### src/rtl/mips_defs_pkg.sv
// Shared MIPS encodings, class bit positions and the register hazard test
// used by the decode stage.
package mips_defs_pkg;

   localparam logic [5:0] OP_RTYPE = 6'b000000;
   localparam logic [5:0] OP_ORI   = 6'b001101;
   localparam logic [5:0] OP_LW    = 6'b100011;
   localparam logic [5:0] OP_SW    = 6'b101011;
   localparam logic [5:0] OP_BEQ   = 6'b000100;
   localparam logic [5:0] OP_LUI   = 6'b001111;
   localparam logic [5:0] OP_JAL   = 6'b000011;
   localparam logic [5:0] FN_ADD   = 6'b100000;
   localparam logic [5:0] FN_SUB   = 6'b100010;
   localparam logic [5:0] FN_JR    = 6'b001000;

   localparam int CLASS_W  = 10;
   localparam int CLS_ADD  = 0;
   localparam int CLS_SUB  = 1;
   localparam int CLS_ORI  = 2;
   localparam int CLS_LW   = 3;
   localparam int CLS_SW   = 4;
   localparam int CLS_BEQ  = 5;
   localparam int CLS_LUI  = 6;
   localparam int CLS_JAL  = 7;
   localparam int CLS_JR   = 8;
   localparam int CLS_CUST = 9;

   localparam logic [1:0] TUSE_NONE = 2'd3;

   typedef enum logic [1:0] {
      DST_NONE = 2'd0,
      DST_RT   = 2'd1,
      DST_RD   = 2'd2,
      DST_RA   = 2'd3
   } dst_sel_e;

   // A source needs a stall when a tracked producer will not have its
   // result ready by the time this source is consumed.
   function automatic logic reg_hazard(
      input logic [4:0] r,
      input logic [1:0] tuse,
      input logic       e_v,
      input logic [4:0] e_dst,
      input logic [1:0] e_tnew,
      input logic       m_v,
      input logic [4:0] m_dst,
      input logic [1:0] m_tnew
   );
      logic e_hit;
      logic m_hit;
      e_hit = e_v && (r == e_dst) && (e_tnew > tuse);
      m_hit = m_v && (r == m_dst) && (m_tnew > tuse);
      return (tuse != TUSE_NONE) && (r != 5'd0) && (e_hit || m_hit);
   endfunction

endpackage

### src/rtl/instr_class_decode.sv
// Combinational decode of one instruction word into its one-hot class,
// destination register, per-source Tuse and Tnew.
module instr_class_decode
   import mips_defs_pkg::*;
#(
   parameter bit         CUST_EN      = 1'b1,
   parameter logic [5:0] CUST_OP      = 6'b111111,
   parameter logic [5:0] CUST_FUNCT   = 6'b111111,
   parameter logic [1:0] CUST_RS_TUSE = 2'd1,
   parameter logic [1:0] CUST_RT_TUSE = 2'd3,
   parameter logic [1:0] CUST_TNEW    = 2'd1,
   parameter logic [1:0] CUST_DST_SEL = 2'd2
)
(
   input  logic [31:0]        i_instr,
   output logic [CLASS_W-1:0] o_class,
   output logic [4:0]         o_dst,
   output logic [1:0]         o_rs_tuse,
   output logic [1:0]         o_rt_tuse,
   output logic [1:0]         o_tnew
);

   logic [5:0] w_op;
   logic [5:0] w_funct;
   logic [4:0] w_rt;
   logic [4:0] w_rd;
   logic       w_cust_hit;
   logic       w_unused_fields;

   assign w_op            = i_instr[31:26];
   assign w_funct         = i_instr[5:0];
   assign w_rt            = i_instr[20:16];
   assign w_rd            = i_instr[15:11];
   assign w_unused_fields = ^{i_instr[25:21], i_instr[10:6]};
   assign w_cust_hit      = CUST_EN && (w_op == CUST_OP) && (w_funct == CUST_FUNCT);

   always_comb begin
      o_class   = '0;
      o_dst     = 5'd0;
      o_rs_tuse = TUSE_NONE;
      o_rt_tuse = TUSE_NONE;
      o_tnew    = 2'd0;
      if (w_cust_hit) begin
         o_class[CLS_CUST] = 1'b1;
         o_rs_tuse         = CUST_RS_TUSE;
         o_rt_tuse         = CUST_RT_TUSE;
         o_tnew            = CUST_TNEW;
         case (CUST_DST_SEL)
            DST_RT:  o_dst = w_rt;
            DST_RD:  o_dst = w_rd;
            DST_RA:  o_dst = 5'd31;
            default: o_dst = 5'd0;
         endcase
      end else begin
         case (w_op)
            OP_RTYPE: begin
               case (w_funct)
                  FN_ADD: begin
                     o_class[CLS_ADD] = 1'b1;
                     o_dst = w_rd; o_rs_tuse = 2'd1; o_rt_tuse = 2'd1; o_tnew = 2'd1;
                  end
                  FN_SUB: begin
                     o_class[CLS_SUB] = 1'b1;
                     o_dst = w_rd; o_rs_tuse = 2'd1; o_rt_tuse = 2'd1; o_tnew = 2'd1;
                  end
                  FN_JR: begin
                     o_class[CLS_JR] = 1'b1;
                     o_rs_tuse = 2'd0;
                  end
                  default: o_class = '0;
               endcase
            end
            OP_ORI: begin
               o_class[CLS_ORI] = 1'b1;
               o_dst = w_rt; o_rs_tuse = 2'd1; o_tnew = 2'd1;
            end
            OP_LW: begin
               o_class[CLS_LW] = 1'b1;
               o_dst = w_rt; o_rs_tuse = 2'd1; o_tnew = 2'd2;
            end
            OP_SW: begin
               o_class[CLS_SW] = 1'b1;
               o_rs_tuse = 2'd1; o_rt_tuse = 2'd2;
            end
            OP_BEQ: begin
               o_class[CLS_BEQ] = 1'b1;
               o_rs_tuse = 2'd0; o_rt_tuse = 2'd0;
            end
            OP_LUI: begin
               o_class[CLS_LUI] = 1'b1;
               o_dst = w_rt; o_tnew = 2'd1;
            end
            OP_JAL: begin
               o_class[CLS_JAL] = 1'b1;
               o_dst = 5'd31;
            end
            default: o_class = '0;
         endcase
      end
   end

endmodule

### src/rtl/id_hazard_decoder.sv
// Decode stage: tracks the E and M producers, raises stall when forwarding
// cannot cover a dependency, and counts stall cycles.
module id_hazard_decoder
   import mips_defs_pkg::*;
#(
   parameter bit         CUST_EN      = 1'b1,
   parameter logic [5:0] CUST_OP      = 6'b111111,
   parameter logic [5:0] CUST_FUNCT   = 6'b111111,
   parameter logic [1:0] CUST_RS_TUSE = 2'd1,
   parameter logic [1:0] CUST_RT_TUSE = 2'd3,
   parameter logic [1:0] CUST_TNEW    = 2'd1,
   parameter logic [1:0] CUST_DST_SEL = 2'd2,
   parameter int         CNT_W        = 16
)
(
   input  logic               clk,
   input  logic               reset,
   input  logic [31:0]        d_instr,
   input  logic               d_valid,
   input  logic               flush,
   output logic               stall,
   output logic               e_valid,
   output logic [CLASS_W-1:0] e_class,
   output logic [4:0]         e_rs,
   output logic [4:0]         e_rt,
   output logic [4:0]         e_dst,
   output logic [1:0]         e_tnew,
   output logic               m_valid,
   output logic [4:0]         m_dst,
   output logic [1:0]         m_tnew,
   output logic               illegal,
   output logic [CNT_W-1:0]   stall_cnt
);

   logic [CLASS_W-1:0] w_class;
   logic [4:0]         w_dst;
   logic [4:0]         w_rs;
   logic [4:0]         w_rt;
   logic [1:0]         w_rs_tuse;
   logic [1:0]         w_rt_tuse;
   logic [1:0]         w_tnew;
   logic               w_stall;

   logic               r_e_valid;
   logic [CLASS_W-1:0] r_e_class;
   logic [4:0]         r_e_rs;
   logic [4:0]         r_e_rt;
   logic [4:0]         r_e_dst;
   logic [1:0]         r_e_tnew;
   logic               r_illegal;
   logic               r_m_valid;
   logic [4:0]         r_m_dst;
   logic [1:0]         r_m_tnew;
   logic [CNT_W-1:0]   r_stall_cnt;

   instr_class_decode #(
      .CUST_EN      (CUST_EN),
      .CUST_OP      (CUST_OP),
      .CUST_FUNCT   (CUST_FUNCT),
      .CUST_RS_TUSE (CUST_RS_TUSE),
      .CUST_RT_TUSE (CUST_RT_TUSE),
      .CUST_TNEW    (CUST_TNEW),
      .CUST_DST_SEL (CUST_DST_SEL)
   ) u_decode (
      .i_instr   (d_instr),
      .o_class   (w_class),
      .o_dst     (w_dst),
      .o_rs_tuse (w_rs_tuse),
      .o_rt_tuse (w_rt_tuse),
      .o_tnew    (w_tnew)
   );

   assign w_rs    = d_instr[25:21];
   assign w_rt    = d_instr[20:16];
   assign w_stall = d_valid &&
      (reg_hazard(w_rs, w_rs_tuse, r_e_valid, r_e_dst, r_e_tnew, r_m_valid, r_m_dst, r_m_tnew) ||
       reg_hazard(w_rt, w_rt_tuse, r_e_valid, r_e_dst, r_e_tnew, r_m_valid, r_m_dst, r_m_tnew));

   // A bubble (flush, stall or empty D slot) enters E with every field cleared.
   always_ff @(posedge clk or posedge reset) begin
      if (reset) begin
         r_e_valid <= 1'b0;
         r_e_class <= '0;
         r_e_rs    <= 5'd0;
         r_e_rt    <= 5'd0;
         r_e_dst   <= 5'd0;
         r_e_tnew  <= 2'd0;
         r_illegal <= 1'b0;
      end else if (flush || w_stall || !d_valid) begin
         r_e_valid <= 1'b0;
         r_e_class <= '0;
         r_e_rs    <= 5'd0;
         r_e_rt    <= 5'd0;
         r_e_dst   <= 5'd0;
         r_e_tnew  <= 2'd0;
         r_illegal <= 1'b0;
      end else begin
         r_e_valid <= 1'b1;
         r_e_class <= w_class;
         r_e_rs    <= w_rs;
         r_e_rt    <= w_rt;
         r_e_dst   <= w_dst;
         r_e_tnew  <= w_tnew;
         r_illegal <= (w_class == '0);
      end
   end

   always_ff @(posedge clk or posedge reset) begin
      if (reset) begin
         r_m_valid <= 1'b0;
         r_m_dst   <= 5'd0;
         r_m_tnew  <= 2'd0;
      end else begin
         r_m_valid <= r_e_valid;
         r_m_dst   <= r_e_dst;
         r_m_tnew  <= (r_e_tnew == 2'd0) ? 2'd0 : (r_e_tnew - 2'd1);
      end
   end

   always_ff @(posedge clk or posedge reset) begin
      if (reset) begin
         r_stall_cnt <= '0;
      end else if (w_stall && (r_stall_cnt != {CNT_W{1'b1}})) begin
         r_stall_cnt <= r_stall_cnt + {{(CNT_W-1){1'b0}}, 1'b1};
      end else begin
         r_stall_cnt <= r_stall_cnt;
      end
   end

   assign stall     = w_stall;
   assign e_valid   = r_e_valid;
   assign e_class   = r_e_class;
   assign e_rs      = r_e_rs;
   assign e_rt      = r_e_rt;
   assign e_dst     = r_e_dst;
   assign e_tnew    = r_e_tnew;
   assign m_valid   = r_m_valid;
   assign m_dst     = r_m_dst;
   assign m_tnew    = r_m_tnew;
   assign illegal   = r_illegal;
   assign stall_cnt = r_stall_cnt;

endmodule

### config.mk
export PLATFORM = sky130hd
export DESIGN_NAME = id_hazard_decoder
export DESIGN_NICKNAME = d
export VERILOG_FILES = /design/src/rtl/mips_defs_pkg.sv /design/src/rtl/instr_class_decode.sv /design/src/rtl/id_hazard_decoder.sv
export SDC_FILE = /design/constraint.sdc
export NUM_CORES = 1
export LEC_CHECK = 0
export CAP_MARGIN = 20
export CELL_PAD_IN_SITES_DETAIL_PLACEMENT = 1
export CELL_PAD_IN_SITES_GLOBAL_PLACEMENT = 2
export CORE_UTILIZATION = 26
export CTS_BUF_LIST = sky130_fd_sc_hd__clkbuf_4
export DETAILED_ROUTE_END_ITERATION = 6
export GPL_TIMING_DRIVEN = 0
export PLACE_DENSITY = 0.85
export SYNTH_ARGS = -nofsm -noshare
export SYNTH_HDL_FRONTEND = slang
export SYNTH_SLANG_ARGS = --single-unit
### constraint.sdc
create_clock -name clk -period 3.7 [get_ports clk]
set_input_delay 0.555 -clock clk [delete_from_list [all_inputs] [get_ports clk]]
set_output_delay 0.555 -clock clk [all_outputs]
set_load 0.02 [all_outputs]
==> results of run 1 <==
[registers in the layout, indices dropped and copies added (netlist names)]
signal     flops
illegal        1
e_class       10
e_rt           5
m_valid        1
e_tnew         2
m_dst          5
e_valid        1
m_tnew         2
e_rs           5
stall_cnt     16
e_dst          5
[metal layers]
metal / global-route usage [%] / wire [um] / vias to the layer above / share of wire [%]
met2: 26.6 / 4110 / 48 / 51
li1: - / - / 1136 / -
met1: 20.1 / 3710 / 1185 / 46
met3: 2.29 / 216 / 7 / 2.7
met5: 0 / 0 / - / 0
met4: 4.23 / 85 / 0 / 1.0
[worst max-delay path: cells and delay by family]
family                   cells  cell delay, ns
AND/OR/NAND/NOR              7            1.16
buffers and inverters        3            0.53
AO/OA/AOI/OAI                2            0.42
adder cells (fa/ha/maj)      1            0.31
[layout by cell type, fill, tap and decap left out, types with 3 or more instances in the layout]
cell type,n
and2_1,14
and3_1,10
a221oi_1,5
dlygate4sd2_1,7
nor2_1,12
nor4_4,5
a21oi_1,6
buf_6,4
nand4_1,13
clkdlybuf4s50_1,71
ha_1,7
nand3_1,12
o21ai_0,3
xnor2_1,28
inv_1,9
buf_4,14
xor2_1,5
nor2b_1,6
dfrtp_1,53
nand2_1,18
clkbuf_4,5
nor3_1,6
nor2_2,3
[per-stage QoR]
step / cells / worst slack (ns) / total power [uW] / hold WS [ns]
finish: 501 / 0.172 / 1040 / 0.393
CTS: 497 / 0.0164 / 1050 / 0.364
global route: 501 / 0.0134 / 1090 / 0.363
global placement: 482 / -0.861 / 738 / 0.409
floorplan: 265 / 0.558 / 668 / 0.530
detailed placement: 483 / -0.968 / 744 / 0.426
[path summary, 6_finish.rpt]
kind,from,slack (ns),to
max in group asynchronous,reset,2.66,m_valid
max reg2reg,e_tnew[0],1.22,stall_cnt[8]
min,d_instr[27],0.39,e_class[2]
max,d_instr[26],0.17,stall
min in group asynchronous,reset,0.49,stall_cnt[15]
min reg2reg,stall_cnt[8],0.51,stall_cnt[8]
[cells in the mapped netlist, types with 2 or more instances]
cell	number
a21oi_1	6
a221oi_1	5
a31oi_1	2
a41oi_1	2
and2_1	14
and3_1	10
and4_1	2
buf_2	2
buf_4	3
buf_6	3
dfrtp_1	53
ha_1	9
inv_1	11
nand2_1	19
nand3_1	14
nand4_1	13
nor2_1	13
nor2_2	2
nor2b_1	7
nor3_1	8
nor3b_1	2
nor4_2	3
o21ai_0	6
xnor2_1	28
xor2_1	5
[power breakdown]
part           switching (uW)  total [uW]  leakage (uW)  internal [uW]
logic                    83.1         153      0.000941           69.7
registers                4.19         591      0.000732            587
clock network             211         294     0.0000377           83.2
total                     299        1040       0.00171            740
[timing repair]
action,CTS,global route
endpoints found under the setup margin,1,1
pin swaps,6,9
gates resized for setup,33,8
setup buffers,6,4
[cell families after synthesis]
kind of cell    count (synthesis)  synth area share [%]
fa+ha+maj                       9                  4.05
compound gates                 31                  8.37
mux                             2                 0.945
xor+xnor                       33                  10.4
flops                          53                  47.7
buf+inv                        21                  4.14
simple gates                  116                  24.4
[area by class of cell]
type | instances | share of cell area [%]
well taps | 136 | 4.19
inverters | 11 | 1.02
clock buffers | 5 | 0.925
repair buffers | 92 | 22.2
flip-flops and latches | 53 | 32.7
plain buffers | 10 | 1.97
multi-input cells | 191 | 36.3
clock inverters | 3 | 0.709
==> summary.txt, run 1 <==
Status
  • Status: finished, final reports clean

Clock network
  • CTS tree: done
  • Clock tree buffer depth: 2
  • Clk sinks: 53
  • H-tree levels: 2
  • CTS Buf Count: 5
  • Clock transition at path regs: 0.18 ns
  • Clk root buf: clkbuf_4
  • Hold buffers post-CTS: 0
  • Worst-skew pair later-pin latency: 0.39 ns

STA
  • Relative slew slack: 31.7%
  • Final Critical Period: 3.53 ns
  • Hold Vio Cnt, Final: 0
  • Final setup fails: 0
  • Fin crit share: 95.4%
  • Least-Margin Pin Slew: 1.02 ns
  • Worst clock skew: 0.0191 ns
  • RSZ-0062 raised after global routing: no
  • F_max: 283 MHz
  • Setup TNS: 0 ns
  • Final Max Slew Viols: 0

Yosys
  • Area leader, netlist: dfrtp_1
  • Synth async-reset ratio: 100%
  • Area of the mapped netlist: 0.00278 mm2
  • #FFs+latches synth: 53
  • Syn avg cell area: 10.5 um2
  • Post-synth EDFFs: 0
  • Cell count after synthesis: 265
  • Synth top area cells: dfrtp_1 (48%), xnor2_1 (8.8%), ha_1 (4.1%), and2_1 (3.2%), nand4_1 (2.9%)
  • Post-synth top area share: 47.7%
  • Ys flop type: dfrtp_1
  • Syn. warnings: 0
  • Synth Net Count: 310
  • Yosys cell types: 48
  • Seq/Total Area, Yosys: 47.7%

Cells and area
  • Register area: 0.00133 mm2
  • Finished Cell Area: 0.00406 mm2
  • Nets: 409
  • Final core occ: 39.3%
  • FILL cells: 1171
  • Layout area overhead: 45.9%
  • Multi-input gate area: 0.00147 mm2
  • Share of layout cells above drive strength 1: 16.7%
  • # diodes: 0

Global route
  • Vias in the first global route: 2529
  • First-pass GRT wire length: 13400 um
  • GRT Total Usage: 15.4%
  • Total gr overflow: 0
  • Largest net degree at the start of global routing: 34
  • Antenna violations before repair: 0

Setup path
  • Max incr delay on CP: 0.31 ns
  • Max FO, Critical Path: 4
  • Crit-path slowest cell: ha_1
  • CP Capture Type: primary output
  • Crit path cell chain: dlygate4sd2_1 -> buf_6 -> nor2_1 -> nand2_2 -> nor3_2 -> ha_1 -> nand2_1 -> nand3_1 -> nor4_4 -> o21ai_0 -> o32ai_2 -> and2_1 -> buf_4
  • Critical path type: input pin to primary output
  • CP arrival: 2.97 ns
  • Reg2reg path depth: 11
  • Startpoint Class: input pin
  • Worst EP required: 3.14 ns

Detailed routing
  • Post-DRT Antenna Nets: 0
  • Initial drt markers: 38
  • Via Count: 2376
  • Final WL: 8120 um
  • Via/cell ratio: 4.74
  • Drt drc: 0
  • DR pass1 iterations: 4
  • Drt wl/cell: 16.2 um

Power
  • VDD IR max: 0.128 mV
  • PwrDens: 256 mW/mm2
  • Lkg Pwr: 0.00171 uW

Placed design
  • Number of buffers added on ports: 81
  • Placed cell area: 0.00378 mm2
  • GP Congestion: 0.786
  • DP Wirelength: 6220 um

Min path
  • Min-delay worst type: input pin to register
  • Hold path cells: 2

Floorplan
  • Row count: 37
  • Initial Utilization: 26.9%
  • Die Y: 105 um
  • Ports: 90
  • Die area: 0.0111 mm2
  • Die width: 105 um
  • Core box area: 0.0103 mm2

Flow run
  • Max_cap viols: 0
Power figures use the tool's default switching activity.
==> inputs of run 2 (changes only) <==
--- a/config.mk
+++ b/config.mk
@@ -11,6 +11,7 @@
 export CORE_UTILIZATION = 26
 export CTS_BUF_LIST = sky130_fd_sc_hd__clkbuf_4
 export DETAILED_ROUTE_END_ITERATION = 6
+export GPL_ROUTABILITY_DRIVEN = 0
 export GPL_TIMING_DRIVEN = 0
 export PLACE_DENSITY = 0.85
 export SYNTH_ARGS = -nofsm -noshare
==> results of run 2 <==
Final layout, timing and power as in run 1 (identical DEF).
==> inputs of run 3 (changes only) <==
--- a/config.mk
+++ b/config.mk
@@ -14,6 +14,7 @@
 export GPL_ROUTABILITY_DRIVEN = 0
 export GPL_TIMING_DRIVEN = 0
 export PLACE_DENSITY = 0.85
+export SLEW_MARGIN = 0
 export SYNTH_ARGS = -nofsm -noshare
 export SYNTH_HDL_FRONTEND = slang
 export SYNTH_SLANG_ARGS = --single-unit
==> results of run 3 <==
Final layout, timing and power as in run 1 (identical DEF).
